File: src/rtl/alu4_seq.sv
// alu4_seq: nibble-serial sequencer driving a combinational 4-bit ALU core.
// Accepts one NIB x 4-bit operation, issues it one nibble per cycle with carries
// chained between nibbles, and returns the assembled result with flags.
module alu4_seq #(
  parameter int NIB = 4
) (
  input  logic             clk,
  input  logic             rst,
  // request side
  input  logic             req_valid,
  output logic             req_ready,
  input  logic [3:0]       req_op,
  input  logic [4*NIB-1:0] req_a,
  input  logic [4*NIB-1:0] req_b,
  input  logic             req_ci,
  input  logic             req_rci,
  // response side
  output logic             rsp_valid,
  input  logic             rsp_ready,
  output logic [4*NIB-1:0] rsp_data,
  output logic             rsp_co,
  output logic             rsp_rco,
  output logic             rsp_zero,
  output logic             rsp_ovf,
  // ALU drive
  output logic [3:0]       alu_op,
  output logic [3:0]       alu_a,
  output logic [3:0]       alu_b,
  output logic             alu_ci,
  output logic             alu_rci,
  input  logic [3:0]       alu_out,
  input  logic             alu_co,
  input  logic             alu_rco,
  input  logic             alu_ovf
);

  localparam int W  = 4 * NIB;
  localparam int KW = (NIB > 1) ? $clog2(NIB) : 1;
  localparam logic [KW-1:0] K_LAST = KW'(NIB - 1);

  localparam logic [1:0] S_IDLE = 2'd0;
  localparam logic [1:0] S_RUN  = 2'd1;
  localparam logic [1:0] S_DONE = 2'd2;

  logic [1:0]    state_q, state_d;
  logic [3:0]    op_q, op_d;
  logic [W-1:0]  a_q, a_d;
  logic [W-1:0]  b_q, b_d;
  logic [W-1:0]  res_q, res_d;
  logic [KW-1:0] k_q, k_d;
  // co_q/rco_q double as the carry chain: loaded with the request carries on
  // accept, then updated with the ALU carries after every nibble step.
  logic          co_q, co_d;
  logic          rco_q, rco_d;
  logic          ovf_q, ovf_d;

  logic          in_run;
  logic          msb_first;
  logic [KW-1:0] nib_idx;
  logic [3:0]    a_nibs [NIB];
  logic [3:0]    b_nibs [NIB];

  assign in_run = (state_q == S_RUN);

  // Right-shift / rotate-right class ops walk from the top nibble down so the
  // rotate carry flows toward the LSB.
  assign msb_first = (op_q == 4'b0111) || (op_q == 4'b1101) || (op_q == 4'b1111);
  assign nib_idx   = msb_first ? (K_LAST - k_q) : k_q;

  generate
    for (genvar gi = 0; gi < NIB; gi++) begin : g_nib
      assign a_nibs[gi] = a_q[4*gi +: 4];
      assign b_nibs[gi] = b_q[4*gi +: 4];
    end
  endgenerate

  // ALU drive is decoded from registered state only, never from ALU outputs.
  assign alu_op  = in_run ? op_q : 4'd0;
  assign alu_a   = in_run ? a_nibs[nib_idx] : 4'd0;
  assign alu_b   = in_run ? b_nibs[nib_idx] : 4'd0;
  assign alu_ci  = in_run & co_q;
  assign alu_rci = in_run & rco_q;

  assign req_ready = (state_q == S_IDLE);
  assign rsp_valid = (state_q == S_DONE);
  assign rsp_data  = res_q;
  assign rsp_co    = co_q;
  assign rsp_rco   = rco_q;
  assign rsp_zero  = (res_q == '0);
  assign rsp_ovf   = ovf_q;

  // Next-state logic: capture on accept, one nibble per RUN cycle, hold in DONE.
  always_comb begin
    state_d = state_q;
    op_d    = op_q;
    a_d     = a_q;
    b_d     = b_q;
    res_d   = res_q;
    k_d     = k_q;
    co_d    = co_q;
    rco_d   = rco_q;
    ovf_d   = ovf_q;
    case (state_q)
      S_IDLE: begin
        if (req_valid) begin
          state_d = S_RUN;
          op_d    = req_op;
          a_d     = req_a;
          b_d     = req_b;
          co_d    = req_ci;
          rco_d   = req_rci;
          res_d   = '0;
          ovf_d   = 1'b0;
          k_d     = '0;
        end
      end
      S_RUN: begin
        for (int i = 0; i < NIB; i++) begin
          if (nib_idx == KW'(i)) begin
            res_d[4*i +: 4] = alu_out;
          end
        end
        co_d  = alu_co;
        rco_d = alu_rco;
        // Overflow only has meaning for the top nibble of an LSB-first op.
        if (!msb_first && (nib_idx == K_LAST)) begin
          ovf_d = alu_ovf;
        end
        k_d = k_q + 1'b1;
        if (k_q == K_LAST) begin
          state_d = S_DONE;
        end
      end
      S_DONE: begin
        if (rsp_ready) begin
          state_d = S_IDLE;
        end
      end
      default: state_d = S_IDLE;
    endcase
  end

  // State registers; reset discards any in-flight operation.
  always_ff @(posedge clk) begin
    if (rst) begin
      state_q <= S_IDLE;
      op_q    <= 4'd0;
      a_q     <= '0;
      b_q     <= '0;
      res_q   <= '0;
      k_q     <= '0;
      co_q    <= 1'b0;
      rco_q   <= 1'b0;
      ovf_q   <= 1'b0;
    end else begin
      state_q <= state_d;
      op_q    <= op_d;
      a_q     <= a_d;
      b_q     <= b_d;
      res_q   <= res_d;
      k_q     <= k_d;
      co_q    <= co_d;
      rco_q   <= rco_d;
      ovf_q   <= ovf_d;
    end
  end

endmodule
File: config.mk
export PLATFORM = sky130hd
export DESIGN_NAME = alu4_seq
export DESIGN_NICKNAME = d
export VERILOG_FILES = /design/src/rtl/alu4_seq.sv
export SDC_FILE = /design/constraint.sdc
export NUM_CORES = 1
export LEC_CHECK = 0
export ABC_AREA = 1
export CORE_ASPECT_RATIO = 1.1
export CORE_MARGIN = 10
export CORE_UTILIZATION = 52
export CTS_BUF_LIST = sky130_fd_sc_hd__clkbuf_4 sky130_fd_sc_hd__clkbuf_8
export DETAILED_ROUTE_END_ITERATION = 7
export GPL_ROUTABILITY_DRIVEN = 0
export PLACE_DENSITY_LB_ADDON = 0.12
export SYNTH_ARGS = -nofsm -noshare
export SYNTH_HDL_FRONTEND = slang
export SYNTH_SLANG_ARGS = --single-unit
export TNS_END_PERCENT = 30
File: constraint.sdc
create_clock -name clk -period 3.2 [get_ports clk]
set_clock_uncertainty 0.15 [all_clocks]
set_input_delay 0.96 -clock clk [delete_from_list [all_inputs] [get_ports clk]]
set_output_delay 0.96 -clock clk [all_outputs]
set_load 0.01 [all_outputs]
* Word-level counts from Yosys, hierarchy flattened
Index checks and enable logic that the tools add are counted.
** Storage, ports and cells
- Flip-flop bits (word level) :: 59
- Input bits :: 49
- Word-level logic and storage cells :: 80
** Cells by class
- Add/sub/neg operators :: 2
- Magnitude comparators :: 1
- Equal/unequal tests :: 17
- Multiplexer cells :: 29
- Bitwise logic cells :: 3
- Reductions and logical operators :: 16
** Operator list (number)
- $mux W4 :: 11
- $pmux W16 S2 :: 1
- $reduce_and A3 Y1 :: 6
- $bmux W4 S2 :: 2
- $logic_not A16 Y1 :: 1
- $mux W16 :: 1
- $ne A2 B1 Y1 const B :: 7
- $mux W2 :: 5
- $eq A2 B2 Y1 const B :: 4
- $eq A4 B4 Y1 const B :: 2
- $pmux W1 S2 :: 3
- $pmux W2 S3 :: 1
- $eq A2 B1 Y1 const B :: 2
- $eq A4 B3 Y1 const B :: 1
- $logic_not A2 Y1 :: 2
- $mux W1 :: 4
- $pmux W2 S2 :: 1
- $reduce_and A2 Y1 :: 2
- $ge A3 B3 Y1 const B :: 1
- $not A2 Y3 :: 1
- $add A2 B1 Y2 const B :: 1
- $and A1 B1 Y1 :: 2
- $logic_or A1 B1 Y1 :: 2
- $ne A2 B2 Y1 const B :: 1
- other kinds (4) :: 4

* Logic depth before layout (Yosys ltp)
- Depth in word-level cells :: 9
- Mapped depth :: 10
- Depth with buffers taken out :: 10

* Least setup slack after synthesis
Ideal clock, no wire load.
- Path type :: register to output
- From :: reg op_q[3]
- To :: out alu_a[1]
- Data arrival time :: 1.160 ns
- Required time :: 2.090 ns
- Slack :: 0.930 ns
- Stages on the path, launching flop included :: 11
- Path buffers :: 1
- Cell sequence :: dfxtp_1 > inv_1 > nand2_2 > nand2_4 > nand2_2 > nand2_4 > buf_8 > nand2_1 > nand2_1 > nand2_1 > a21oi_2
** On the way
- Cells in the longest elaborated chain, start to end :: 9
- Elaborated cells on any way between the ends :: 11
- Classes of those cells :: 3 x eq/ne; 5 x mux; 1 x bitwise; 2 x reduce/logical
** RTL lines
- from (decl) :: line 46 : logic [3:0] op_q, op_d;
- from (signal assigned) :: line 157 : op_q <= op_d;
- $eq A4 B3 Y1 or $eq A4 B4 Y1 (tied branches) :: line 67 : assign msb_first = (op_q == 4'b0111) || (op_q == 4'b1101) || (op_q == 4'b1111);
- $logic_or A1 B1 Y1 :: line 67
- $logic_or A1 B1 Y1 (*) :: line 67
- $mux W2 (*) :: line 68 : assign nib_idx = msb_first ? (K_LAST - k_q) : k_q;
- $not A2 Y3 (not written as such) (*) :: line 79 : assign alu_a = in_run ? a_nibs[nib_idx] : 4'd0;
- $bmux W4 S2 (*) :: line 79
- $mux W4 (not written as such) (*) (2 in series) :: line 79
- $mux W4 (*) :: line 79
- to (decl) :: line 27 : output logic [3:0] alu_a,
Every way passes the cells marked *; elsewhere a longest branch is shown, timed or not. The select of a mux whose other input is x is not followed.

* Worst setup path after layout
- From :: reg state_q[0]
- To :: out alu_op[2]
** On the way
- Cells in the longest elaborated chain, start to end :: 2
** RTL lines
- from (decl) :: line 45 : logic [1:0] state_q, state_d;
- from (signal assigned) :: line 156 : state_q <= state_d;
- $eq A2 B1 Y1 :: line 63 : assign in_run = (state_q == S_RUN);
- $mux W4 :: line 78 : assign alu_op = in_run ? op_q : 4'd0;
- to (decl) :: line 26 : output logic [3:0] alu_op,
Every way passes these cells.

==> run metrics <==
DRT Pass-1 Iters=4; floorplan core area=5100 um2; first-pass GRT wire length=around 12 mm; Ports=85; CTS clk-pin slew, worst paths=0.07 ns; worst skew pair latency=0.34 ns; Mapped Cells=392; post-DP HPWL=5.44 mm; Max Slew Vio Count=0; initial drt markers=141; # H-tree levels=3; largest net degree at the start of global routing=40; die area=8680 um2; antenna viol nets, final=0; Peak supply drop=414 uV; post-synth cell types=24; Die W=about 90 um; hold endpoint=rsp_data[7]; power per standard cell area=504 nW/um2; drt drc=0; layout cells sized above 1=13.8%; n_diodes=0; global route overflow=0; root buffer cell=clkbuf_8; Area Growth Syn to Fin=39.1%; total number of vias=2,743; FF-to-FF End=a_q[3]; sequential share of power=a little over two fifths; initial antenna violation count=0; final wirelength=7.42 mm; CTS tree=built; reg-to-reg setup timing slack=about 1.6 ns; RSZ-0062 raised after global routing=no; total CTS buffers=9; critical path class=register to primary output; Worst Path Arrival=approximately 1.9 ns; CTS max path bufs=2; crit-path cells=inv_2, nor2_4, inv_4, nor2_1, clkdlybuf4s50_1; Slew headroom=77.1%; Max Clock Freq=337 MHz; fin area=3870 um2; Tcrit/Tclk final=92.8%; crit-path max cell delay=0.55 ns; max cap viols=0; clk sinks=59; WHS Path Cells=2; YS warnings=0; share of power burned in the clock network=roughly two fifths; Rows=27; slowest CP cell=clkdlybuf4s50_1; Reg2Reg Launch Point=state_q[0]; drt via density=4.98; fin crit period=roughly 3 ns; Hold Buf Count CTS=0; register area share after synthesis=42.4%; Net Sw Frac=27.6%; kind of start point of the critical path=register; Port Buf Inserts=84; Syn Std Cell Area=2780 um2; combinational power share=19.3%; Initial Utilization=54.6%; Mean Syn Cell Area=7.10 um2; final setup fails=0; gr usage total=16.9%; Fin Setup TNS=0 ns; die height=a little under 100 um; post-synthesis register bit count=59; post-CTS setup buffers=0; placed cell areas=around 3600 um2; post-DR wirelength/cell=13.5 um; crit path capture type=primary output; Tightest Pin Transition=about 0.34 ns; LEAKAGE=1.61 nW; Syn Nets=roughly 440; internal cell power=1.41 mW; Hold Crit Start=rsp_data[7]; switching power=0.538 mW; Required @ worst endpoint=around 2.1 ns; FF-to-FF path depth=6; worst hold path type=register to register; outcome=finished clean; # nets final=about 520; vias in the first global route=about 2,700; worst-path maximum fanout=20; final hold vios=0
## registers in the layout, indices dropped and copies added, names as in the netlist
name	count
b_q	16
op_q	4
a_q	16
rsp_data	16
rsp_ovf	1
state_q	2
k_q	2
rsp_co	1
rsp_rco	1
## synth_stat cells
cell | n | share of area, %
inv_2 | 5 | 0.67
nand2_1 | 106 | 14
nor2_1 | 74 | 10
a22oi_1 | 2 | 0.54
nor2_4 | 5 | 2.0
buf_2 | 1 | 0.18
nor4_1 | 4 | 0.90
o21ai_0 | 37 | 6.7
clkbuf_1 | 9 | 1.2
buf_8 | 2 | 1.1
dfxtp_1 | 59 | 42
a21oi_2 | 9 | 2.8
ha_1 | 1 | 0.45
a21oi_1 | 25 | 4.5
buf_6 | 1 | 0.40
inv_1 | 16 | 2.2
a41oi_1 | 1 | 0.31
clkbuf_2 | 1 | 0.18
nand3_1 | 5 | 0.90
nand2_2 | 15 | 3.4
nor2_2 | 1 | 0.22
o21a_1 | 1 | 0.27
nand2_4 | 9 | 3.6
buf_4 | 3 | 0.81
## power groups by stage
stage | clock [mW] | combinational, mW | sequential (mW)
after floorplan | 0 | 0.230 | 0.835
after global placement | 0 | 0.367 | 0.837
after detailed placement | 0 | 0.375 | 0.838
after CTS | 0.763 | 0.379 | 0.822
after global routing | 0.792 | 0.423 | 0.827
final | 0.752 | 0.377 | 0.822
## cell type report
type                       instances  area [um2]
multi-input combinational        295        1440
inverter                          21        81.3
clock buffer                      11         139
clock inverter                     5        77.6
timing repair buffer              88         861
tap                               72        90.1
fill                             402        1230
sequential                        59        1180
## logic make-up (layout without fill, tap and decap cells)
kind of cell,count (synthesis),in the layout,share of synthesized area (%)
and+or+nand+nor,219,219,35.3
AOI/OAI and AO/OA,75,75,15.1
DFF,59,59,42.4
buffers and inverters,38,125,6.70
adders and majority gates,1,1,0.449
## stage by stage
step	hold WS [ns]	cells	total power [mW]	util, %	setup slack, ns
after floorplan	0.294	392	1.07	-	0.930
after global placement	0.312	535	1.20	71.3	0.378
after detailed placement	0.315	535	1.21	71.3	0.318
after CTS	0.325	551	1.96	75.9	0.106
after global routing	0.357	551	2.04	75.9	0.0709
final	0.326	551	1.95	75.9	0.231
## critical path: cells and delay by family (launching register included)
| family | cells | cell delay, ns |
|---|---|---|
| buffers and inverters | 3 | 0.79 |
| AND/OR/NAND/NOR | 2 | 0.32 |
| flip-flops | 1 | 0.40 |
## how the worst max path moves through the flow
stage | startpoint | cells past startpoint | to | slack (ns)
6_report | state_q[0] | 5 | alu_op[2] | 0.23
5_1_grt | op_q[1] | 10 | alu_a[2] | 0.07
4_1_cts | state_q[0] | 5 | alu_op[2] | 0.11
3_5_place_dp | op_q[2] | 9 | alu_b[0] | 0.32
3_3_place_gp | op_q[2] | 9 | alu_b[0] | 0.38
2_1_floorplan | op_q[3] | 10 | alu_a[1] | 0.93
## cell usage in the layout (no fill, tap or decap)
cell	synthesis	routed
nand2_4	9	7
inv_2	5	4
buf_4	3	4
nor2_4	5	5
a21oi_1	25	25
nand2_1	106	106
nor2_2	1	1
ha_1	1	1
nand2_2	15	15
a41oi_1	1	1
o21a_1	1	1
a21oi_2	9	9
bufinv_16	0	2
nand3_2	0	2
nor2_1	74	74
o21ai_0	37	37
clkbuf_4	0	2
a22oi_1	2	2
dlygate4sd2_1	0	8
inv_4	0	1
nand2_8	0	2
inv_1	16	16
clkbuf_8	0	9
nor4_1	4	4
clkinv_2	0	2
nand3_1	5	3
dfxtp_1	59	59
clkinvlp_4	0	1
clkdlybuf4s50_1	0	76
## what timing repair did
item,CTS,global route
resized for setup,12,2
gates cloned,0,0
pin swaps,1,0
setup endpoints to repair,8,3
## routing by layer
metal  GRT usage, %  vias up  share of wire (%)
li1               -     1409                  -
met1           19.1     1248                 42
met2           27.9       73                 50
met3           5.86       13                7.3
met4           7.54        0                1.6
met5              0        -                  0
Power figures use the tool's default switching activity.
